`src/rtl/cam_pkg.sv`:
```
// cam_pkg: definitions shared by the OV7670-style transmitter and the capture block.
//   cam_state_t     - frame sequencer states
//   CAM_*           - default frame timing (pixels, lines, blanking)
//   BYTE_HI/BYTE_LO - byte phase within an RGB565 pixel
//   line_time()     - pclk cycles per line-time
package cam_pkg;

  typedef enum logic [2:0] {
    ST_IDLE,
    ST_VSYNC,
    ST_VBACK,
    ST_ACTIVE,
    ST_VFRONT
  } cam_state_t;

  localparam int CAM_AW       = 15;
  localparam int CAM_H_PX     = 160;
  localparam int CAM_V_LINES  = 120;
  localparam int CAM_H_BLANK  = 16;
  localparam int CAM_VS_LINES = 3;
  localparam int CAM_V_BACK   = 2;
  localparam int CAM_V_FRONT  = 2;

  // Byte 0 of a pixel carries src_data[15:8], byte 1 carries src_data[7:0].
  localparam logic BYTE_HI = 1'b0;
  localparam logic BYTE_LO = 1'b1;

  function automatic int line_time(input int h_px, input int h_blank);
    return 2 * h_px + h_blank;
  endfunction

endpackage

```
`src/rtl/cam_tx_if.sv`:
```
// cam_tx_if: frame-store read port plus the camera-format video bus.
//   src_addr   - frame-store read address (transmitter drives)
//   src_data   - RGB565 word, valid one pclk after src_addr (store drives)
//   vsync      - frame sync, active high
//   href       - line valid, active high
//   px_data    - byte bus
//   frame_done - one-cycle pulse in the last cycle of a frame
// master: the transmitter; slave: the frame store / receiver side.
interface cam_tx_if
  import cam_pkg::*;
#(
  parameter int AW = CAM_AW
);
  logic [AW-1:0] src_addr;
  logic [15:0]   src_data;
  logic          vsync;
  logic          href;
  logic [7:0]    px_data;
  logic          frame_done;

  modport master (
    output src_addr, vsync, href, px_data, frame_done,
    input  src_data
  );

  modport slave (
    input  src_addr, vsync, href, px_data, frame_done,
    output src_data
  );
endinterface

```
`src/rtl/cam_tx_timing.sv`:
```
// cam_tx_timing: frame sequencer for cam_tx (byte counter, line counter, FSM).
//   pclk, rst   - clock, asynchronous active-low reset
//   en          - frame enable, looked at only when a new frame could start
//   vsync       - registered frame sync
//   href        - registered line valid
//   frame_done  - registered pulse in the last cycle of VFRONT
//   px_next     - the coming cycle carries an active byte
//   phase_next  - byte phase of the coming cycle (BYTE_HI / BYTE_LO)
//   addr_clr    - the coming cycle is outside ACTIVE
// The *_next strobes are decoded from the next-state values so the top level
// can register its address and byte bus on the same edge as href.
module cam_tx_timing
  import cam_pkg::*;
#(
  parameter int H_PX     = CAM_H_PX,
  parameter int V_LINES  = CAM_V_LINES,
  parameter int H_BLANK  = CAM_H_BLANK,
  parameter int VS_LINES = CAM_VS_LINES,
  parameter int V_BACK   = CAM_V_BACK,
  parameter int V_FRONT  = CAM_V_FRONT
) (
  input  logic pclk,
  input  logic rst,
  input  logic en,
  output logic vsync,
  output logic href,
  output logic frame_done,
  output logic px_next,
  output logic phase_next,
  output logic addr_clr
);

  localparam int LT = line_time(H_PX, H_BLANK);
  localparam int BW = $clog2(LT + 1);
  localparam int LW = $clog2(V_LINES + VS_LINES + V_BACK + V_FRONT + 1);

  localparam logic [BW-1:0] LT_LAST = BW'(LT - 1);
  localparam logic [BW-1:0] ACT_END = BW'(2 * H_PX);

  cam_state_t     state, state_n;
  logic [BW-1:0]  byte_cnt, byte_n;
  logic [LW-1:0]  line_cnt, line_n;
  logic [LW-1:0]  phase_last;

  always_comb begin
    phase_last = '0;
    case (state)
      ST_VSYNC:  phase_last = LW'(VS_LINES - 1);
      ST_VBACK:  phase_last = LW'(V_BACK - 1);
      ST_ACTIVE: phase_last = LW'(V_LINES - 1);
      ST_VFRONT: phase_last = LW'(V_FRONT - 1);
      default:   phase_last = '0;
    endcase
  end

  // Every phase is a whole number of line-times: the byte counter wraps each
  // line-time and the line counter counts line-times within the phase.
  always_comb begin
    state_n = state;
    byte_n  = byte_cnt;
    line_n  = line_cnt;
    if (state == ST_IDLE) begin
      byte_n = '0;
      line_n = '0;
      if (en) state_n = ST_VSYNC;
    end else if (byte_cnt != LT_LAST) begin
      byte_n = byte_cnt + BW'(1);
    end else begin
      byte_n = '0;
      if (line_cnt != phase_last) begin
        line_n = line_cnt + LW'(1);
      end else begin
        line_n = '0;
        case (state)
          ST_VSYNC:  state_n = ST_VBACK;
          ST_VBACK:  state_n = ST_ACTIVE;
          ST_ACTIVE: state_n = ST_VFRONT;
          ST_VFRONT: state_n = en ? ST_VSYNC : ST_IDLE;
          default:   state_n = ST_IDLE;
        endcase
      end
    end
  end

  always_comb begin
    px_next    = (state_n == ST_ACTIVE) && (byte_n < ACT_END);
    phase_next = byte_n[0];
    addr_clr   = (state_n != ST_ACTIVE);
  end

  always_ff @(posedge pclk or negedge rst) begin
    if (!rst) begin
      state      <= ST_IDLE;
      byte_cnt   <= '0;
      line_cnt   <= '0;
      vsync      <= 1'b0;
      href       <= 1'b0;
      frame_done <= 1'b0;
    end else begin
      state      <= state_n;
      byte_cnt   <= byte_n;
      line_cnt   <= line_n;
      vsync      <= (state_n == ST_VSYNC);
      href       <= px_next;
      frame_done <= (state_n == ST_VFRONT) && (line_n == LW'(V_FRONT - 1)) &&
                    (byte_n == LT_LAST);
    end
  end

endmodule

```
`src/rtl/cam_tx.sv`:
```
// cam_tx: emits an OV7670-format frame (vsync, href, 8-bit bytes) from a
// 16-bit RGB565 frame store, two bytes per pixel, high byte first.
//   pclk - sole clock, all outputs change on its rising edge
//   rst  - asynchronous active-low reset
//   en   - frame enable, looked at only when a new frame could start
//   bus  - cam_tx_if master: src_addr/src_data store port, vsync, href,
//          px_data, frame_done
module cam_tx
  import cam_pkg::*;
#(
  parameter int AW       = CAM_AW,
  parameter int H_PX     = CAM_H_PX,
  parameter int V_LINES  = CAM_V_LINES,
  parameter int H_BLANK  = CAM_H_BLANK,
  parameter int VS_LINES = CAM_VS_LINES,
  parameter int V_BACK   = CAM_V_BACK,
  parameter int V_FRONT  = CAM_V_FRONT
) (
  input  logic        pclk,
  input  logic        rst,
  input  logic        en,
  cam_tx_if.master    bus
);

  logic          vsync, href, frame_done;
  logic          px_next, phase_next, addr_clr;
  logic [AW-1:0] addr;
  logic [7:0]    px;

  cam_tx_timing #(
    .H_PX     (H_PX),
    .V_LINES  (V_LINES),
    .H_BLANK  (H_BLANK),
    .VS_LINES (VS_LINES),
    .V_BACK   (V_BACK),
    .V_FRONT  (V_FRONT)
  ) u_timing (
    .pclk       (pclk),
    .rst        (rst),
    .en         (en),
    .vsync      (vsync),
    .href       (href),
    .frame_done (frame_done),
    .px_next    (px_next),
    .phase_next (phase_next),
    .addr_clr   (addr_clr)
  );

  // The address steps on the edge that drives a pixel's high byte: the store
  // samples the old address on that edge, so the low byte still sees the
  // same word, and the new word is ready for the next high byte. The last
  // pixel of a line therefore leaves the next line's first address in place
  // across blanking, and the address sits at 0 outside ACTIVE so pixel 0 of
  // the frame is already fetched during VBACK.
  always_ff @(posedge pclk or negedge rst) begin
    if (!rst) begin
      addr <= '0;
      px   <= '0;
    end else begin
      if (addr_clr) begin
        addr <= '0;
      end else if (px_next && (phase_next == BYTE_HI)) begin
        addr <= addr + AW'(1);
      end
      if (!px_next) begin
        px <= '0;
      end else if (phase_next == BYTE_HI) begin
        px <= bus.src_data[15:8];
      end else begin
        px <= bus.src_data[7:0];
      end
    end
  end

  assign bus.src_addr   = addr;
  assign bus.vsync      = vsync;
  assign bus.href       = href;
  assign bus.px_data    = px;
  assign bus.frame_done = frame_done;

endmodule

```
`src/flat_wrapper.sv`:
```
// flat-port wrapper written by rule: the top's interface ports become plain ports
module cam_tx_flat import cam_pkg::*;
#(
  parameter int AW       = CAM_AW,
  parameter int H_PX     = CAM_H_PX,
  parameter int V_LINES  = CAM_V_LINES,
  parameter int H_BLANK  = CAM_H_BLANK,
  parameter int VS_LINES = CAM_VS_LINES,
  parameter int V_BACK   = CAM_V_BACK,
  parameter int V_FRONT  = CAM_V_FRONT
)
  (pclk, rst, en, bus_src_addr, bus_vsync, bus_href, bus_px_data, bus_frame_done, bus_src_data);
  cam_tx_if #(.AW(AW)) bus_i ();
  input  logic pclk;
  input  logic rst;
  input  logic en;
  output wire logic [$bits(bus_i.src_addr)-1:0] bus_src_addr;
  output wire logic [$bits(bus_i.vsync)-1:0] bus_vsync;
  output wire logic [$bits(bus_i.href)-1:0] bus_href;
  output wire logic [$bits(bus_i.px_data)-1:0] bus_px_data;
  output wire logic [$bits(bus_i.frame_done)-1:0] bus_frame_done;
  input wire logic [$bits(bus_i.src_data)-1:0] bus_src_data;
  assign bus_src_addr = bus_i.src_addr;
  assign bus_vsync = bus_i.vsync;
  assign bus_href = bus_i.href;
  assign bus_px_data = bus_i.px_data;
  assign bus_frame_done = bus_i.frame_done;
  assign bus_i.src_data = bus_src_data;
  cam_tx #(.AW(AW), .H_PX(H_PX), .V_LINES(V_LINES), .H_BLANK(H_BLANK), .VS_LINES(VS_LINES), .V_BACK(V_BACK), .V_FRONT(V_FRONT)) u_core (.pclk(pclk), .rst(rst), .en(en), .bus(bus_i));
endmodule
```
`config.mk`:
```
export PLATFORM = sky130hd
export DESIGN_NAME = cam_tx_flat
export DESIGN_NICKNAME = d
export VERILOG_FILES = /design/src/rtl/cam_pkg.sv /design/src/rtl/cam_tx_if.sv /design/src/rtl/cam_tx_timing.sv /design/src/rtl/cam_tx.sv /design/src/flat_wrapper.sv
export SDC_FILE = /design/constraint.sdc
export NUM_CORES = 1
export LEC_CHECK = 0
export BUFFER_PORTS_ARGS = -buffer_cell sky130_fd_sc_hd__buf_4
export CAP_MARGIN = 30
export CORE_UTILIZATION = 60
export DETAILED_ROUTE_END_ITERATION = 8
export PLACE_DENSITY = 0.88
export SYNTH_ARGS = -nofsm -noshare
export SYNTH_HDL_FRONTEND = slang
export SYNTH_SLANG_ARGS = --single-unit
```
`constraint.sdc`:
```
create_clock -name pclk -period 6.5 [get_ports pclk]
set_clock_uncertainty 0.05 [all_clocks]
set_input_delay 0.325 -clock pclk [delete_from_list [all_inputs] [get_ports pclk]]
set_output_delay 0.325 -clock pclk [all_outputs]
set_load 0.01 [all_outputs]
```
==> results of run 1 <==
## synthesized netlist by cell type, types with 4 or more instances
library cell  instances  area, um2
xnor2_1               7       61.3
o21ai_0              15       75.1
xor2_1                4       35.0
nor2_1               23       86.3
nand4_1               7       43.8
nor3_1                6       30.0
a21oi_1              25        125
nor2b_1               4       25.0
dfrtp_1              45       1130
or3_1                13       81.3
and3_1                7       43.8
nand2_1              29        109
clkbuf_1              5       18.8
inv_1                 8       30.0
nand3_1              11       55.1
## metrics by stage
step | area [um2] | utilization (%) | worst slack (ns) | total power [mW]
6_report | 2950 | 73.2 | 3.68 | 0.601
5_1_grt | 2950 | 73.2 | 3.36 | 0.631
4_1_cts | 2950 | 73.2 | 3.69 | 0.601
3_5_place_dp | 2860 | 71.0 | 3.72 | 0.436
3_3_place_gp | 2860 | 71.0 | 3.82 | 0.431
2_1_floorplan | 2540 | - | 4.18 | 0.410
## final timing paths
path / start / endpoint / slack (ns) / depth (start not counted)
worst max-delay path: u_core.u_timing.byte_cnt[0] / u_core.bus.src_addr[9] / 3.68 / 7
worst min-delay path: bus_src_data[5] / u_core.bus.px_data[5] / 0.21 / 3
worst max register to register: u_core.u_timing.byte_cnt[0] / u_core.bus.src_addr[9] / 3.68 / 7
worst min register to register: u_core.bus.src_addr[14] / u_core.bus.src_addr[14] / 0.52 / 2
max in group asynchronous: rst / u_core.bus.px_data[4] / 5.50 / 2
min in group asynchronous: rst / u_core.u_timing.line_cnt[0] / 0.51 / 2
## power groups by stage
stage | Sequential (mW) | Clock [mW] | Combinational [mW]
5_1_grt | 0.323 | 0.182 | 0.126
2_1_floorplan | 0.313 | 0 | 0.0969
3_3_place_gp | 0.323 | 0 | 0.108
3_5_place_dp | 0.324 | 0 | 0.111
4_1_cts | 0.319 | 0.170 | 0.113
6_report | 0.319 | 0.170 | 0.112
## registers in the layout (all words and copies together), names as in the netlist
name,cells
u_core.u_timing.href,1
u_core.u_timing.frame_done,1
u_core.bus.px_data,8
u_core.u_timing.state,3
u_core.u_timing.byte_cnt,9
u_core.bus.src_addr,15
u_core.u_timing.vsync,1
u_core.u_timing.line_cnt,7
## layer usage
metal | up-vias | share of wire, % | GRT usage (%)
met1 | 1039 | 45 | 37.2
met2 | 65 | 48 | 41.9
li1 | 1071 | - | -
met3 | 9 | 5.4 | 7.88
met4 | 0 | 1.1 | 9.57
met5 | - | 0 | 0
## kinds of logic (layout without fill, tap and decap cells)
kind of cell | Yosys count | in the layout | synth area share (%)
AND/OR/NAND/NOR | 123 | 123 | 27.0
AO/OA/AOI/OAI | 65 | 65 | 16.9
flip-flops | 45 | 45 | 44.4
buffers and inverters | 22 | 64 | 4.54
XOR/XNOR | 12 | 12 | 4.44
adder cells (fa/ha/maj) | 3 | 3 | 1.48
multiplexers | 3 | 3 | 1.18
## cell type report
class                           count  area, um2
Multi-Input combinational cell    206       1290
Sequential cell                    45       1130
Fill cell                         312       1080
Timing Repair Buffer               46        348
Clock buffer                        8       80.1
Tap cell                           50       62.6
Inverter                           10       37.5
## worst register-to-register path: cells and delay by family (launching register included)
kind	cells	cell delay [ns]
compound gates	2	0.54
fa+ha+maj	1	0.24
flops	1	0.39
simple gates	4	1.53
==> flow_metrics.tcl, run 1 <==
set metrics [dict create \
    status "finished clean" \
    ios 45 \
    async_flop_share_pct 100 \
    postRouteAntennaNets 0 \
    slew_viol_final 0 \
    start_util_pct 63.0 \
    cts.sinks 45 \
    crit_required_ns 6.68 \
    dpl.cell_count 356 \
    track_usage_pct 27.6 \
    cts_tree "built" \
    num_antenna_cells 0 \
    core.rowCount 23 \
    min_period_ns 2.82 \
    dp_hpwl_um 3920 \
    chipWidth_um 67.0 \
    cts.repair.resized 0 \
    rsz0062_at_grt "false" \
    seq_area_frac_synth_pct 44.4 \
    yosys.cell_types.count 55 \
    cts.path.max_buffers 2 \
    insertion_delay_ns 0.30 \
    synth-seq-cells 45 \
    drive_gt1_share_pct 21.3 \
    layout_common_cells "45 x buf_4, 45 x dfrtp_1, 29 x nand2_1, 25 x a21oi_1, 23 x nor2_1" \
    worst_hold_slack_ns 0.210 \
    crit_path_end_kind "register" \
    power_density_nw_per_um2 204 \
    pwr-share-comb_pct 18.6 \
    hold_violations 0 \
    cp-start-kind "register" \
    grt_pass1_vias 2075 \
    wl_um 5550 \
    power.internal_mw 0.415 \
    p_leak_nw 1.29 \
    cts_buffers 5 \
    cpMostUsedCell "nand3_2" \
    vias 2184 \
    antenna_found_initial 0 \
    syn_area_um2 2540 \
    dr.pass1.iters 4 \
    synth-edff-count 0 \
    syn_inst 273 \
    design.die.area_um2 4490 \
    irDropWorstVdd_mv 0.139 \
    switchingPower_mw 0.186 \
    critPathKind "register to register" \
    synth_fp_nets 295 \
    clockRootBuffer "clkbuf_8" \
    crit_family "simple AND/OR/NAND/NOR gates" \
    critPathArrivalTime_ns 3.00 \
    grt_pass1_wl_um 9350 \
    core-area_um2 4030 \
    seq_power_share_pct 53.1 \
    viasPerCell 5.98 \
    worst_pin_slew_ns 0.993 \
    ys.flop_type "dfrtp_1" \
    area_delta_synth_final_pct 16.3 \
    finalCritPeriodShare_pct 43.4 \
    grt_max_degree 46 \
    fin_setup_tns_ns 0 \
    gp_congestion 0.887 \
    ys.warnings.count 0 \
    drc_errors 0 \
    finalSetupViolations 0 \
    fin_cells 365 \
    initialDrtViolationCount 220 \
    ctsHoldBuffers 1 \
    max-cap-violations 0 \
    fin_nets 336 \
    min_path_type "input pin to register" \
    cp_max_fo 19 \
    switching_share_pct 31.0 \
    cp_num_buf_inv 0 \
    gr-total-overflow 0 \
    path_clk_slew_ns 0.08 \
    crit_slowest_cell "or4_1" \
    cts_setup_buffers 0 \
    wl_per_cell_um 15.2 \
    relSlewSlack_pct 33.4 \
    syn_area_per_cell_um2 9.29 \
    cts.htree.levels 2 \
    io_buffers 44 \
    crit_chain "ha_1 > nand3_2 > or3_1 > nand3_2 > o21ai_1 > or4_1 > a21oi_1" \
    clkPwrFrac_pct 28.3 \
    max_freq_mhz 355 \
    die_h_um 67.0 \
    slowest_delay_ns 0.59 \
]
Note: power is estimated with default switching activity, not from simulation.
==> run 2, diff against run 1 <==
Settings changed: CORE_UTILIZATION 60 to 56, PLACE_DENSITY 0.88 to 0.83.
Clock period 6.5 ns to 2.6 ns, I/O delays scaled along.
==> flow_metrics.tcl, run 2 (same netlist as run 1, synthesis figures left out) <==
set metrics [dict create \
    status "finished clean" \
    cp-start-kind "register" \
    num_antenna_cells 0 \
    antenna_found_initial 0 \
    hold_violations 0 \
    layout_common_cells "55 x buf_4, 45 x dfrtp_1, 29 x nand2_1, 25 x a21oi_1, 23 x nor2_1" \
    fillers 326 \
    grt_max_degree 46 \
    slowest_delay_ns 0.46 \
    cts.sinks 45 \
    worst_pin_slew_ns 0.559 \
    irDropWorstVdd_mv 0.242 \
    max_freq_mhz 410 \
    gp_congestion 0.917 \
    cp_max_fo 9 \
    initialDrtViolationCount 157 \
    timing.rr.end "u_core.bus.px_data[1]" \
    rrSetupSlack_ns 0.16 \
    cts_buffers 5 \
    finalSetupViolations 0 \
    vias 2186 \
    slew_viol_final 0 \
    critPathArrivalTime_ns 2.61 \
    fin_nets 346 \
    dp_hpwl_um 3980 \
    critPathKind "register to register" \
    relSlewSlack_pct 62.8 \
    crit_path_end_kind "register" \
    io_buffers 44 \
    finalCritPeriodShare_pct 93.7 \
    wl_um 5540 \
    chipWidth_um 69.3 \
    crit_chain "ha_1 > nand3_2 > or3_4 > a2111o_1 > xnor2_4 > o211ai_4 > a21oi_1" \
    crit_required_ns 2.77 \
    grt_pass1_vias 2116 \
    rsz0062_at_grt "false" \
    start_util_pct 58.2 \
    regToRegStartpoint "u_core.u_timing.byte_cnt[0]" \
    drc_errors 0 \
    ios 45 \
    dpl_cell_area_um2 2940 \
    viasPerCell 5.80 \
    fin_setup_tns_ns 0 \
    cts.path.max_buffers 2 \
    drive_gt1_share_pct 24.6 \
    die_h_um 69.3 \
    wl_per_cell_um 14.7 \
    postRouteAntennaNets 0 \
    power_density_nw_per_um2 499 \
    core.rowCount 24 \
    cts.htree.levels 2 \
    track_usage_pct 24.6 \
    crit_slowest_cell "or3_4" \
    cts_setup_buffers 0 \
    design.die.area_um2 4800 \
    design_area_um2 3070 \
    cts_tree "built" \
    grt_pass1_wl_um 9550 \
    gr-total-overflow 0 \
    p_leak_nw 1.35 \
    r2r.worst_path.cells 7 \
    path_clk_slew_ns 0.08 \
    min_path_type "input pin to register" \
    core-area_um2 4350 \
    largest_reg_flops 15 \
    dr.pass1.iters 4 \
    startpoint "u_core.u_timing.byte_cnt[0]" \
    min_period_ns 2.44 \
    area_delta_synth_final_pct 20.9 \
    critPathCapture "u_core.bus.px_data[1]" \
    clockRootBuffer "clkbuf_8" \
    max-cap-violations 0 \
    final_common_cell "buf_4" \
    insertion_delay_ns 0.30 \
]
run 2: cell types whose count changed in the layout (fill, tap and decap cells not counted), sizes merged:
cell,previous run,this run
buf,45,55
run 2: timing repair:
item | CTS | global route
hold endpoints to repair | 45 | 0
gates resized for setup | 0 | 6
setup endpoints to repair | 0 | 24
hold buffers | 1 | 0
run 2: final cells by class:
cell class | count | area [um2] | share of cell area (%)
Inverter | 10 | 37.5 | 1.22
Multi-Input combinational cell | 206 | 1330 | 43.5
Sequential cell | 45 | 1130 | 36.7
Tap cell | 52 | 65.1 | 2.12
Timing Repair Buffer | 56 | 423 | 13.8
Clock buffer | 8 | 80.1 | 2.61
run 2: stage by stage:
stage                     cells  hold slack, ns  setup WS (ns)  util, %  total power, mW
final                       377          0.0170          0.163     70.4             1.53
after detailed placement    368           0.115          0.108     67.4             1.11
after CTS                   377          0.0147         0.0761     69.5             1.53
after global placement      368           0.110          0.171     67.4             1.11
after floorplan             273          -0.216          0.280        -             1.02
after global routing        377          0.0162         0.0131     70.4             1.60
run 2: power breakdown:
| part | leakage, nW | switching [mW] | internal (mW) |
|---|---|---|---|
| clock network | 0.0395 | 0.229 | 0.191 |
| logic | 0.694 | 0.182 | 0.132 |
| registers | 0.613 | 0.0591 | 0.738 |
| total | 1.35 | 0.470 | 1.06 |
run 2: how the worst min path moves through the flow:
| stage | startpoint | endpoint | slack [ns] | depth (start not counted) |
|---|---|---|---|---|
| global route | bus_src_data[1] | u_core.bus.px_data[1] | 0.02 | 3 |
| detailed placement | rst | u_core.u_timing.line_cnt[2] | 0.12 | 1 |
| floorplan | rst | u_core.bus.px_data[0] | -0.22 | 0 |
| CTS | bus_src_data[6] | u_core.bus.px_data[6] | 0.01 | 3 |
| global placement | rst | u_core.u_timing.line_cnt[3] | 0.11 | 1 |
| finish | bus_src_data[4] | u_core.bus.px_data[4] | 0.02 | 3 |
run 2: routing by layer:
layer / wire [um] / up-vias / global-route usage [%]
met5: 0 / - / 0
met4: 108 / 0 / 9.98
met3: 224 / 13 / 5.38
met2: 2590 / 46 / 37.9
met1: 2620 / 1044 / 33.8
li1: - / 1083 / -
run 2: critical path, delay by kind of cell (launching register included):
kind	cells	cell delay [ns]
compound gates	3	0.80
simple gates	2	0.64
flops	1	0.39
xor+xnor	1	0.25
fa+ha+maj	1	0.24
